`config.mk`:
```
export PLATFORM = sky130hd
export DESIGN_NAME = queue_reader
export DESIGN_NICKNAME = d
export VERILOG_FILES = /design/src/rtl/queue_reader_pkg.sv /design/src/rtl/queue_reader_rr_arbiter.sv /design/src/rtl/queue_reader.sv
export SDC_FILE = /design/constraint.sdc
export NUM_CORES = 1
export LEC_CHECK = 0
export BUFFER_PORTS_ARGS = -buffer_cell sky130_fd_sc_hd__buf_4
export CELL_PAD_IN_SITES_DETAIL_PLACEMENT = 1
export CELL_PAD_IN_SITES_GLOBAL_PLACEMENT = 1
export CORE_ASPECT_RATIO = 0.9
export CORE_MARGIN = 8
export CORE_UTILIZATION = 38
export CTS_CLUSTER_SIZE = 24
export DETAILED_ROUTE_END_ITERATION = 12
export PLACE_DENSITY = 0.83
export SLEW_MARGIN = 20
export SYNTH_ARGS = -nofsm -noshare
export SYNTH_HDL_FRONTEND = slang
export SYNTH_SLANG_ARGS = --single-unit
export TNS_END_PERCENT = 100
```
`constraint.sdc`:
```
create_clock -name clk -period 2.98 [get_ports clk]
set_clock_uncertainty 0.2 [all_clocks]
set_input_delay 0.745 -clock clk [delete_from_list [all_inputs] [get_ports clk]]
set_output_delay 0.745 -clock clk [all_outputs]
set_load 0.01 [all_outputs]
```
`src/rtl/queue_reader_pkg.sv`:
```
// Shared sizes and state encoding for the queue drain controller.
// Imported by queue_reader and its round-robin arbiter.
package queue_reader_pkg;

    localparam int DEF_QUEUE_DEPTH = 8;
    localparam int DEF_DATA_WIDTH  = 8;

    typedef enum logic [1:0] {
        RD_IDLE   = 2'd0,
        RD_SELECT = 2'd1,
        RD_POP    = 2'd2,
        RD_OUT    = 2'd3
    } rd_state_t;

endpackage

```
`src/rtl/queue_reader_rr_arbiter.sv`:
```
// Combinational round-robin arbiter: first request at or above ptr, else wraps.
// QUEUE_DEPTH must be a power of two so the index wraps naturally.
module rr_arbiter
    import queue_reader_pkg::*;
#(
    parameter int QUEUE_DEPTH = DEF_QUEUE_DEPTH,
    parameter int PW          = $clog2(QUEUE_DEPTH)
) (
    input  logic [QUEUE_DEPTH-1:0] req,
    input  logic [PW-1:0]          ptr,
    output logic [QUEUE_DEPTH-1:0] gnt
);

    logic          found;
    logic [PW-1:0] idx;

    always_comb begin
        gnt   = '0;
        found = 1'b0;
        idx   = '0;
        for (int i = 0; i < QUEUE_DEPTH; i++) begin
            idx = ptr + PW'(i);
            if (!found && req[idx]) begin
                gnt[idx] = 1'b1;
                found    = 1'b1;
            end
        end
    end

endmodule

```
`src/rtl/queue_reader.sv`:
```
// Drain-side queue controller: round-robin slot select, single-cycle pop,
// and a registered valid/ready output stage.
module queue_reader
    import queue_reader_pkg::*;
#(
    parameter int QUEUE_DEPTH = DEF_QUEUE_DEPTH,
    parameter int DATA_WIDTH  = DEF_DATA_WIDTH
) (
    input  logic                   clk,
    input  logic                   reset,
    input  logic                   enable,
    input  logic [QUEUE_DEPTH-1:0] status,
    input  logic [DATA_WIDTH-1:0]  q_data,
    output logic [QUEUE_DEPTH-1:0] rd_sel,
    output logic                   pop,
    output logic [DATA_WIDTH-1:0]  m_data,
    output logic                   m_valid,
    input  logic                   m_ready,
    output logic                   busy
);

    localparam int PW = $clog2(QUEUE_DEPTH);

    rd_state_t              state;
    logic [PW-1:0]          ptr;
    logic [PW-1:0]          next_ptr;
    logic [QUEUE_DEPTH-1:0] gnt;
    logic                   start;

    assign start = enable && (|status);
    assign busy  = (state != RD_IDLE);

    rr_arbiter #(
        .QUEUE_DEPTH(QUEUE_DEPTH),
        .PW         (PW)
    ) u_arb (
        .req(status),
        .ptr(ptr),
        .gnt(gnt)
    );

    // Slot after the one currently granted, wrapping at the top.
    always_comb begin
        next_ptr = '0;
        for (int i = 0; i < QUEUE_DEPTH; i++) begin
            if (rd_sel[i]) next_ptr = PW'(i) + PW'(1);
        end
    end

    always_ff @(posedge clk or posedge reset) begin
        if (reset) begin
            state   <= RD_IDLE;
            ptr     <= '0;
            rd_sel  <= '0;
            pop     <= 1'b0;
            m_data  <= '0;
            m_valid <= 1'b0;
        end else begin
            pop <= 1'b0;
            unique case (state)
                RD_IDLE: begin
                    if (start) begin
                        rd_sel <= gnt;
                        state  <= RD_SELECT;
                    end else begin
                        rd_sel <= '0;
                    end
                end
                RD_SELECT: begin
                    if ((status & rd_sel) == '0) begin
                        rd_sel <= '0;
                        state  <= RD_IDLE;
                    end else begin
                        pop   <= 1'b1;
                        state <= RD_POP;
                    end
                end
                RD_POP: begin
                    m_data  <= q_data;
                    m_valid <= 1'b1;
                    rd_sel  <= '0;
                    ptr     <= next_ptr;
                    state   <= RD_OUT;
                end
                RD_OUT: begin
                    if (m_valid && m_ready) begin
                        m_valid <= 1'b0;
                        if (start) begin
                            rd_sel <= gnt;
                            state  <= RD_SELECT;
                        end else begin
                            state  <= RD_IDLE;
                        end
                    end
                end
                default: state <= RD_IDLE;
            endcase
        end
    end

endmodule

```
==> reports/results.ini, run 1 <==
[clocking]
cts_root_buffer=clkbuf_8
cts_max_level=1
path_clk_slew_ns=0.08
cts_max_path_buffers=2
clk_latency_ns=0.27
cts.sinks=23
cts_hold_buf=0
numCtsBuffers=3
cts_tree=yes

[timing]
max_freq_mhz=350
rsz0062_at_grt=false
fin_crit_sh_pct=95.9
worst_slack_ns=0.123
maxSlewViolCount=0
min_period_ns=2.86
slew_headroom_pct=42.8
finalSetupViolations=0
hold_violations=0
worst_pin_slew_ns=0.857

[yosys]
ys_ff_latch=23
yosysWarningCount=0
synth-async-reset-ratio_pct=100
synth_top_family_by_area=multiplexers
muxShareOfSynthArea_pct=21.7
synthFlopType=dfrtp_1
syn_nets=225
yosys.area_share.adder_pct=3.80
syn_avg_cell_area_sq_um=9.93
syn_area_sq_um=1980
yosys.area_share.simple_pct=21.6
synth.distinct_cells=41
synth_compound_area_share_pct=17.1
netlist_instances=199
yosysSeqAreaShare_pct=29.1
synth_edf_count=0
synth_xor_area_share_pct=2.09

[setup_path]
slowest_delay_ns=0.49
worst_setup_path_start_kind=register
worstPathRequired_ns=2.97
critPathMaxFanout=4
worstSetupPathType=reg2reg
critPathCaptureType=register
crit_chain=inv_2 > buf_4 > ha_4 > mux4_2 > mux2_4 > nand3b_4 > buf_4 > nor2_4 > a221oi_1 > buf_4 > o221ai_1
arrival_ns=2.84
crit_top_cell=buf_4
slowest_stage=mux4_2

[placed_design]
dp_hpwl_um=4830
placed_area_sq_um=2440
gp_congestion=0.855
place_ws_ns=-0.0381
io_buffers=38

[detailed_routing]
viasPerCell=5.78
wl_per_cell_um=19.9
drtIter0Drc=65
post-route-drc-count=0
vias=1883
routed_wl_um=6480
postRouteAntennaNets=0
dr.pass1.iters=4

[floorplanning]
fp-row-count=25
die_y_um=84.4
die_w_um=92.0
dieArea_sq_um=7770
start_util_pct=38.5
io_pins=39
core_area_sq_um=5130

[min_path]
hp-class=reg2reg

[grt]
grt_pass1_vias=2140
overflow=0
grt_pass1_wl_um=10600
antenna_found_initial=0
gr-usage-all-layers_pct=16.7
grt_max_degree=24

[layout]
layout.nets=286
mostFrequentLayoutCells=buf_4 (62), nand2_1 (55), dfrtp_1 (23), mux4_2 (10), inv_1 (7)
syn_to_final_growth_pct=34.5
nFillCells=612
antennaDiodeCount=0
mostFrequentLayoutCell=buf_4
final_cell_area_sq_um=2660
layout-drive-gt1-share_pct=42.9

[pwr]
swShare_pct=46.5
seqPwrFrac_pct=19.8
vdd_drop_max_mv=0.705
p_leak_nw=1.14
p_switching_mw=1.26
clkPwrFrac_pct=7.3
p_per_area_nw_per_um2=1020
p_int_mw=1.45
combPwrFrac_pct=72.9

[status]
status=complete, no violations

[job]
drv_cap=0

-- cell families (layout without fill, tap and decap cells) --
family | count (synthesis) | after routing
AOI/OAI and AO/OA | 43 | 43
xor gates and xnor gates | 3 | 3
adders and majority gates | 6 | 6
buffers and inverters | 16 | 76
DFF | 23 | 23
muxes | 22 | 22
and+or+nand+nor | 86 | 86
-- final timing paths --
| check | startpoint | end | slack [ns] | cells after the start |
|---|---|---|---|---|
| setup / recovery | ptr[1]$_DFFE_PP0P_ | rd_sel[1]$_DFFE_PP0P_ | 0.12 | 11 |
| hold / removal | m_data[1]$_DFFE_PP0P_ | m_data[1]$_DFFE_PP0P_ | 0.28 | 2 |
| setup reg to reg | ptr[1]$_DFFE_PP0P_ | rd_sel[1]$_DFFE_PP0P_ | 0.12 | 11 |
| hold reg to reg | m_data[1]$_DFFE_PP0P_ | m_data[1]$_DFFE_PP0P_ | 0.28 | 2 |
| max in group asynchronous | reset | asynchronous set/reset pin | 1.61 | 2 |
| min in group asynchronous | reset | m_data[1]$_DFFE_PP0P_ | 0.44 | 2 |
-- flip-flops by register name, indices dropped and copies added, names as in the netlist, named ones only --
signal,flops
state,1
pop,1
rd_sel,8
m_data,8
m_valid,1
ptr,3
-- per-layer routing --
metal	GRT usage [%]	wire length, um	up-vias	share of wire, %
li1	-	-	877	-
met1	19.4	2620	952	40
met2	30.1	3530	45	55
met3	2.85	242	9	3.7
met4	5.70	83	0	1.3
met5	0	0	-	0
-- critical path, delay by kind of cell, from the launching register on --
kind                     cells  cell delay (ns)
adder cells (fa/ha/maj)      1             0.29
multiplexers                 2             0.81
buffers and inverters        4             0.51
AO/OA/AOI/OAI                2             0.28
AND/OR/NAND/NOR              2             0.31
flip-flops                   1             0.37
-- through the flow --
stage / util [%] / hold slack, ns / power, mW / cells / TNS [ns]
finish: 51.8 / 0.278 / 2.72 / 326 / 0
global route: 51.8 / 0.313 / 2.92 / 326 / 0
detailed placement: 47.5 / 0.264 / 2.27 / 317 / -0.0914
CTS: 49.8 / 0.284 / 2.55 / 324 / 0
floorplan: - / 0.314 / 1.66 / 199 / 0
global placement: 47.5 / 0.258 / 2.19 / 317 / 0
-- final cells by class --
cell class / instances / area (sq um) / share of cell area [%]
clock buffers: 3 / 41.3 / 1.55
well taps: 67 / 83.8 / 3.16
inverters: 9 / 33.8 / 1.27
multi-input cells: 160 / 1440 / 54.2
clock inverters: 1 / 5.00 / 0.188
repair buffers: 63 / 477 / 17.9
flip-flops and latches: 23 / 576 / 21.7
-- cells in the mapped netlist (all sizes together) (6+ instances only) --
master | number | share of area (%)
dfrtp | 23 | 29
a221oi | 8 | 3.5
mux4 | 12 | 15
o221ai | 8 | 3.5
ha | 6 | 3.8
nor3 | 6 | 1.5
nand2 | 56 | 11
mux2i | 8 | 5.5
inv | 9 | 1.7
-- power groups by stage --
stage                     combinational [mW]  sequential, mW  clock, mW
after floorplan                         1.10           0.564          0
after global placement                  1.66           0.536          0
after detailed placement                1.73           0.541          0
after CTS                               1.81           0.535      0.206
after global routing                    2.15           0.552      0.214
final                                   1.98           0.537      0.200
-- repair_timing --
item                                    4_1_cts  5_1_grt
cloned                                        0        0
setup buffers                                 3        2
endpoints found under the setup margin        8        8
pin swaps                                     2        6
gates resized for setup                       8       22
No activity file was read; power rests on OpenSTA's default activity.
==> run 2: changes to the inputs <==
--- a/config.mk
+++ b/config.mk
@@ -6,11 +6,11 @@
 export NUM_CORES = 1
 export LEC_CHECK = 0
 export BUFFER_PORTS_ARGS = -buffer_cell sky130_fd_sc_hd__buf_4
-export CELL_PAD_IN_SITES_DETAIL_PLACEMENT = 1
-export CELL_PAD_IN_SITES_GLOBAL_PLACEMENT = 1
+export CELL_PAD_IN_SITES_DETAIL_PLACEMENT = 2
+export CELL_PAD_IN_SITES_GLOBAL_PLACEMENT = 2
 export CORE_ASPECT_RATIO = 0.9
 export CORE_MARGIN = 8
-export CORE_UTILIZATION = 38
+export CORE_UTILIZATION = 31
 export CTS_CLUSTER_SIZE = 24
 export DETAILED_ROUTE_END_ITERATION = 12
 export PLACE_DENSITY = 0.83
==> reports/results.ini, run 2 (synthesized netlist as in run 1, its figures left out) <==
[floorplanning]
fp-row-count=27  ; +8.0%
start_util_pct=32.1  ; -6.4 points
dieArea_sq_um=9190  ; +18%
die_y_um=91.7  ; +8.7%
core_area_sq_um=6150  ; +20%
die_w_um=100  ; +8.9%
io_pins=39  ; unchanged

[layout]
antennaDiodeCount=0  ; unchanged
nFillCells=692  ; +13%
mostFrequentLayoutCell=buf_4
layout.nets=289  ; +1.0%
syn_to_final_growth_pct=37.4
regArea_sq_um=576  ; unchanged
layout-drive-gt1-share_pct=42.0  ; -0.87 points
top_regs=m_data (8), rd_sel (8), ptr (3)
multi_input_area_sq_um=1450  ; +0.35%
mostFrequentLayoutCells=buf_4 (64), nand2_1 (55), dfrtp_1 (23), mux4_2 (9), inv_1 (7)

[setup_path]
slowest_stage=mux4_2
cpLargestDelayFamily=multiplexers
critPathMaxFanout=6  ; +2
worstSetupPathType=reg2reg
setup.worst_path.start=ptr[1]$_DFFE_PP0P_
regToRegSetupSlack_ns=-0.04  ; -0.17 ns
crit_chain=inv_2 > buf_6 > ha_4 > mux4_2 > mux2_4 > nand3b_4 > nor4b_4 > buf_6 > a221oi_4 > o221ai_1
crit_top_cell=buf_6
critPathBufInv=3  ; -1
worst_r2r_endpoint=rd_sel[0]$_DFFE_PP0P_
worstPathRequired_ns=2.95  ; -0.02 ns
critPathCaptureType=register
slowest_delay_ns=0.51  ; +0.02 ns
reg2reg_from=ptr[1]$_DFFE_PP0P_
arrival_ns=2.99  ; +0.15 ns
reg2regPathDepth=10  ; -1
worst_setup_path_start_kind=register

[placed_design]
gp_congestion=0.770  ; -9.9%
dp_hpwl_um=5460  ; +13%
io_buffers=38  ; unchanged

[grt]
grt_max_degree=24  ; unchanged
gr-usage-all-layers_pct=16.1  ; -0.68 points
gr-usage-met2_pct=29.0  ; -1.1 points
antenna_found_initial=0  ; unchanged
grt.busiest_layer=met2
grt_util_met1_pct=19.0  ; -0.44 points
overflow=0  ; unchanged
grt_pass1_wl_um=11900  ; +12%
grt_pass1_vias=2208  ; +3.2%
gr-usage-met3_pct=3.10  ; +0.24 points

[timing]
hold_violations=0  ; unchanged
finalSetupViolations=6  ; +6
min_period_ns=3.02  ; +0.166 ns
fin_crit_sh_pct=101  ; +5.6 points
worst_pin_slew_ns=0.759  ; -0.0980 ns
slew_headroom_pct=49.3  ; +6.5 points
worst_slack_ns=-0.0426  ; -0.166 ns
tns_ns=-0.108  ; -0.108 ns
max_freq_mhz=331  ; -5.5%
maxSlewViolCount=0  ; unchanged
rsz0062_at_grt=true
hold_ws_ns=0.285  ; +0.00640 ns

[clocking]
cts_hold_buf=0  ; unchanged
cts_root_buffer=clkbuf_8
cts_tree=yes
cts.sinks=23  ; unchanged
cts_max_path_buffers=2  ; unchanged
path_clk_slew_ns=0.10  ; +0.02 ns
clk_latency_ns=0.28  ; about the same
cts_max_level=1  ; unchanged
numCtsBuffers=3  ; unchanged

[job]
drv_cap=0  ; unchanged

[detailed_routing]
vias=1961  ; +4.1%
dr.pass1.iters=5  ; +1
viasPerCell=5.62  ; -2.7%
drtIter0Drc=83  ; +28%
routed_wl_um=8170  ; +26%
post-route-drc-count=0  ; unchanged
wl_per_cell_um=23.4  ; +18%
postRouteAntennaNets=0  ; unchanged

[pwr]
vdd_drop_max_mv=0.314  ; -55%
p_per_area_nw_per_um2=1060  ; +3.2%
p_leak_nw=1.15  ; +1.1%

[min_path]
hp-start=m_data[1]$_DFFE_PP0P_
hp-class=reg2reg
min_path_cells=2  ; unchanged
hold_path_end=m_data[1]$_DFFE_PP0P_

[status]
violations=setup timing
status=complete, but fails checks

[run 2: cell count changes in the layout (fill, tap and decap cells not counted), sizes merged]
| cell | previous run | this run |
|---|---|---|
| clkinvlp | 0 | 1 |
| buf | 63 | 66 |
| clkinv | 1 | 0 |
[run 2: cell type report]
type                    count  share of cell area (%)
multi-input cells         160                    53.2
well taps                  87                    4.01
clock buffers               3                    1.52
clock inverters             1                   0.276
flip-flops and latches     23                    21.2
inverters                   9                    1.24
repair buffers             66                    18.5
[run 2: stage by stage]
| stage | util, % | instances | setup slack, ns | cell area [sq um] | power (mW) |
|---|---|---|---|---|---|
| after global placement | 39.6 | 333 | 0.00779 | 2430 | 2.16 |
| after global routing | 44.2 | 349 | -0.136 | 2720 | 3.04 |
| after floorplan | - | 199 | 0.0471 | 1980 | 1.66 |
| after detailed placement | 39.6 | 333 | -0.174 | 2430 | 2.26 |
| final | 44.2 | 349 | -0.0426 | 2720 | 2.87 |
| after CTS | 41.7 | 341 | 0.0134 | 2570 | 2.60 |
[run 2: worst max path at each step]
stage | to | depth (start not counted)
after detailed placement | rd_sel[2]$_DFFE_PP0P_ | 9
after CTS | rd_sel[5]$_DFFE_PP0P_ | 9
after global routing | rd_sel[0]$_DFFE_PP0P_ | 10
final | rd_sel[0]$_DFFE_PP0P_ | 10
after floorplan | rd_sel[2]$_DFFE_PP0P_ | 9
after global placement | rd_sel[2]$_DFFE_PP0P_ | 9
[run 2: metal layers]
metal | up-vias | part of all wire, %
met5 | - | 0
met4 | 0 | 1.5
met3 | 13 | 3.7
met2 | 50 | 52
met1 | 1019 | 42
li1 | 879 | -
[run 2: worst register-to-register path: cells and delay by family (launching register included)]
kind | cells | cell delay, ns
compound gates | 2 | 0.31
fa+ha+maj | 1 | 0.29
buf+inv | 3 | 0.39
flops | 1 | 0.41
mux | 2 | 0.84
simple gates | 2 | 0.48
[run 2: where the power goes]
group | internal, mW | leakage (nW) | switching (mW)
Clock | 0.0948 | 0.0217 | 0.111
Combinational | 0.959 | 0.829 | 1.15
Sequential | 0.427 | 0.299 | 0.130
[run 2: repair_timing]
action / in CTS / in global routing
resized for setup: 8 / 22
buffers inserted: 4 / 8
pin swaps: 3 / 7
endpoints found under the setup margin: 8 / 8
==> run 3: changes to the inputs <==
--- a/config.mk
+++ b/config.mk
@@ -13,6 +13,7 @@
 export CORE_UTILIZATION = 31
 export CTS_CLUSTER_SIZE = 24
 export DETAILED_ROUTE_END_ITERATION = 12
+export GPL_TIMING_DRIVEN = 0
 export PLACE_DENSITY = 0.83
 export SLEW_MARGIN = 20
 export SYNTH_ARGS = -nofsm -noshare
==> reports/results.ini, run 3 (synthesized netlist as in run 1, its figures left out) <==
[status]
status=complete, but fails checks
violations=setup timing

[job]
drv_cap=0  ; unchanged

[detailed_routing]
routed_wl_um=8010  ; -2.0%
drtIter0Drc=80  ; -3.6%
postRouteAntennaNets=0  ; unchanged
vias=1953  ; -0.41%
wl_per_cell_um=23.3  ; -0.55%
dr.pass1.iters=4  ; -1
post-route-drc-count=0  ; unchanged
viasPerCell=5.68  ; +1.0%

[layout]
top_regs=m_data (8), rd_sel (8), ptr (3)
layout.nets=284  ; -1.7%
fin_util_pct=44.3  ; +0.12 points
syn_to_final_growth_pct=37.8
final_cell_area_sq_um=2720  ; +0.28%
layout-drive-gt1-share_pct=41.6  ; -0.35 points
antennaDiodeCount=0  ; unchanged
mostFrequentLayoutCells=nand2_1 (56), buf_4 (55), dfrtp_1 (22), mux4_2 (8), inv_1 (6)
final-instance-count-excl-fill=344  ; -1.4%
mostFrequentLayoutCell=nand2_1

[floorplanning]
fp-row-count=27  ; unchanged
die_y_um=91.7  ; unchanged
io_pins=39  ; unchanged
die_w_um=100  ; unchanged
start_util_pct=32.1  ; unchanged
core_area_sq_um=6150  ; unchanged
dieArea_sq_um=9190  ; unchanged

[grt]
grt.busiest_layer=met2
grt_util_met1_pct=21.1  ; +2.1 points
gr-usage-met2_pct=27.8  ; -1.2 points
grt_pass1_wl_um=12200  ; +2.4%
gr-usage-met3_pct=3.55  ; +0.45 points
antenna_found_initial=0  ; unchanged
grt_max_degree=24  ; unchanged
grt_pass1_vias=2173  ; -1.6%
gr-usage-all-layers_pct=16.7  ; +0.61 points
overflow=0  ; unchanged

[placed_design]
placed_area_sq_um=2370  ; -2.6%
dp.cells=324  ; -2.7%
dp_hpwl_um=5010  ; -8.2%
io_buffers=38  ; unchanged
gp_congestion=0.766  ; -0.56%

[setup_path]
reg2regPathDepth=8  ; -2
worstPathRequired_ns=2.96  ; about the same
arrival_ns=2.97  ; -0.02 ns
worst_setup_path_start_kind=register
reg2reg_from=ptr[1]$_DFFE_PP0P_
worstSetupPathType=reg2reg
regToRegSetupSlack_ns=-0.01  ; +0.03 ns
worst_r2r_endpoint=rd_sel[7]$_DFFE_PP0P_
critPathCaptureType=register
critPathMaxFanout=8  ; +2

[timing]
slew_headroom_pct=39.8  ; -9.5 points
rsz0062_at_grt=true
hold_ws_ns=0.291  ; +0.00657 ns
worst_slack_ns=-0.0120  ; +0.0305 ns
maxSlewViolCount=0  ; unchanged
hold_violations=0  ; unchanged
finalSetupViolations=2  ; -4
min_period_ns=2.99  ; -0.0305 ns
worst_pin_slew_ns=0.902  ; +0.143 ns
max_freq_mhz=334  ; +1.0%
fin_crit_sh_pct=100  ; -1.0 points

[clocking]
cts_root_buffer=clkbuf_8
cts_max_path_buffers=2  ; unchanged
cts_tree=yes
clk_latency_ns=0.27  ; about the same
numCtsBuffers=3  ; unchanged
cts.sinks=23  ; unchanged
path_clk_slew_ns=0.08  ; -0.02 ns
cts_max_level=1  ; unchanged

[pwr]
vdd_drop_max_mv=0.379  ; +21%
p_leak_nw=1.15  ; about the same
p_per_area_nw_per_um2=1030  ; -2.3%
power_mw=2.81  ; -2.0%

[min_path]
hp-class=reg2reg
hp-start=m_data[7]$_DFFE_PP0P_
hold_path_end=m_data[7]$_DFFE_PP0P_
min_path_cells=2  ; unchanged

==> run 3: worst max-delay path, stage by stage (launching register included) <==
cell      delay [ns]
dfrtp_2         0.45
inv_6           0.06
ha_4            0.35
mux4_1          0.67
mux2i_1         0.21
nand2_1         0.17
o31ai_1         0.42
a221oi_2        0.17
o221ai_2        0.19
==> run 3: worst max-delay path by stage <==
stage	startpoint	slack [ns]	to	depth (start not counted)
floorplan	ptr[2]$_DFFE_PP0P_	0.05	rd_sel[2]$_DFFE_PP0P_	9
global placement	ptr[1]$_DFFE_PP0P_	-0.30	rd_sel[7]$_DFFE_PP0P_	10
CTS	ptr[2]$_DFFE_PP0P_	-0.008	rd_sel[4]$_DFFE_PP0P_	8
detailed placement	ptr[1]$_DFFE_PP0P_	-0.38	rd_sel[7]$_DFFE_PP0P_	10
finish	ptr[1]$_DFFE_PP0P_	-0.01	rd_sel[7]$_DFFE_PP0P_	8
global route	ptr[2]$_DFFE_PP0P_	-0.1	rd_sel[0]$_DFFE_PP0P_	9
==> run 3: metrics by stage <==
stage / TNS (ns) / setup slack, ns
final: -0.0168 / -0.0120
after global routing: -0.656 / -0.0958
after CTS: -0.0142 / -0.00808
after detailed placement: -2.70 / -0.381
after global placement: -2.19 / -0.303
after floorplan: 0 / 0.0471
==> run 3: what timing repair did <==
item	4_1_cts	5_1_grt
hold buffers	0	0
endpoints found under the setup margin	8	8
resized for setup	28	8
buffers inserted	11	9
hold endpoints to repair	0	0
pin swaps	11	10
==> run 3: area by class of cell <==
| class | instances | area, sq um |
|---|---|---|
| tap | 87 | 109 |
| fill | 700 | 3430 |
| buffer | 5 | 37.5 |
| multi-input combinational | 160 | 1470 |
| timing repair buffer | 56 | 437 |
| sequential | 23 | 577 |
| clock buffer | 4 | 45.0 |
| inverter | 9 | 45.0 |
==> run 3: power by group <==
group          internal [mW]  switching (mW)  total [mW]
Sequential             0.428           0.131       0.559
Combinational          0.924            1.13        2.05
Clock                 0.0956           0.105       0.200
==> run 3: per-layer routing <==
metal / wire [um] / up-vias
li1: - / 871
met1: 3580 / 1023
met2: 4000 / 47
met3: 262 / 12
met4: 163 / 0
met5: 0 / -
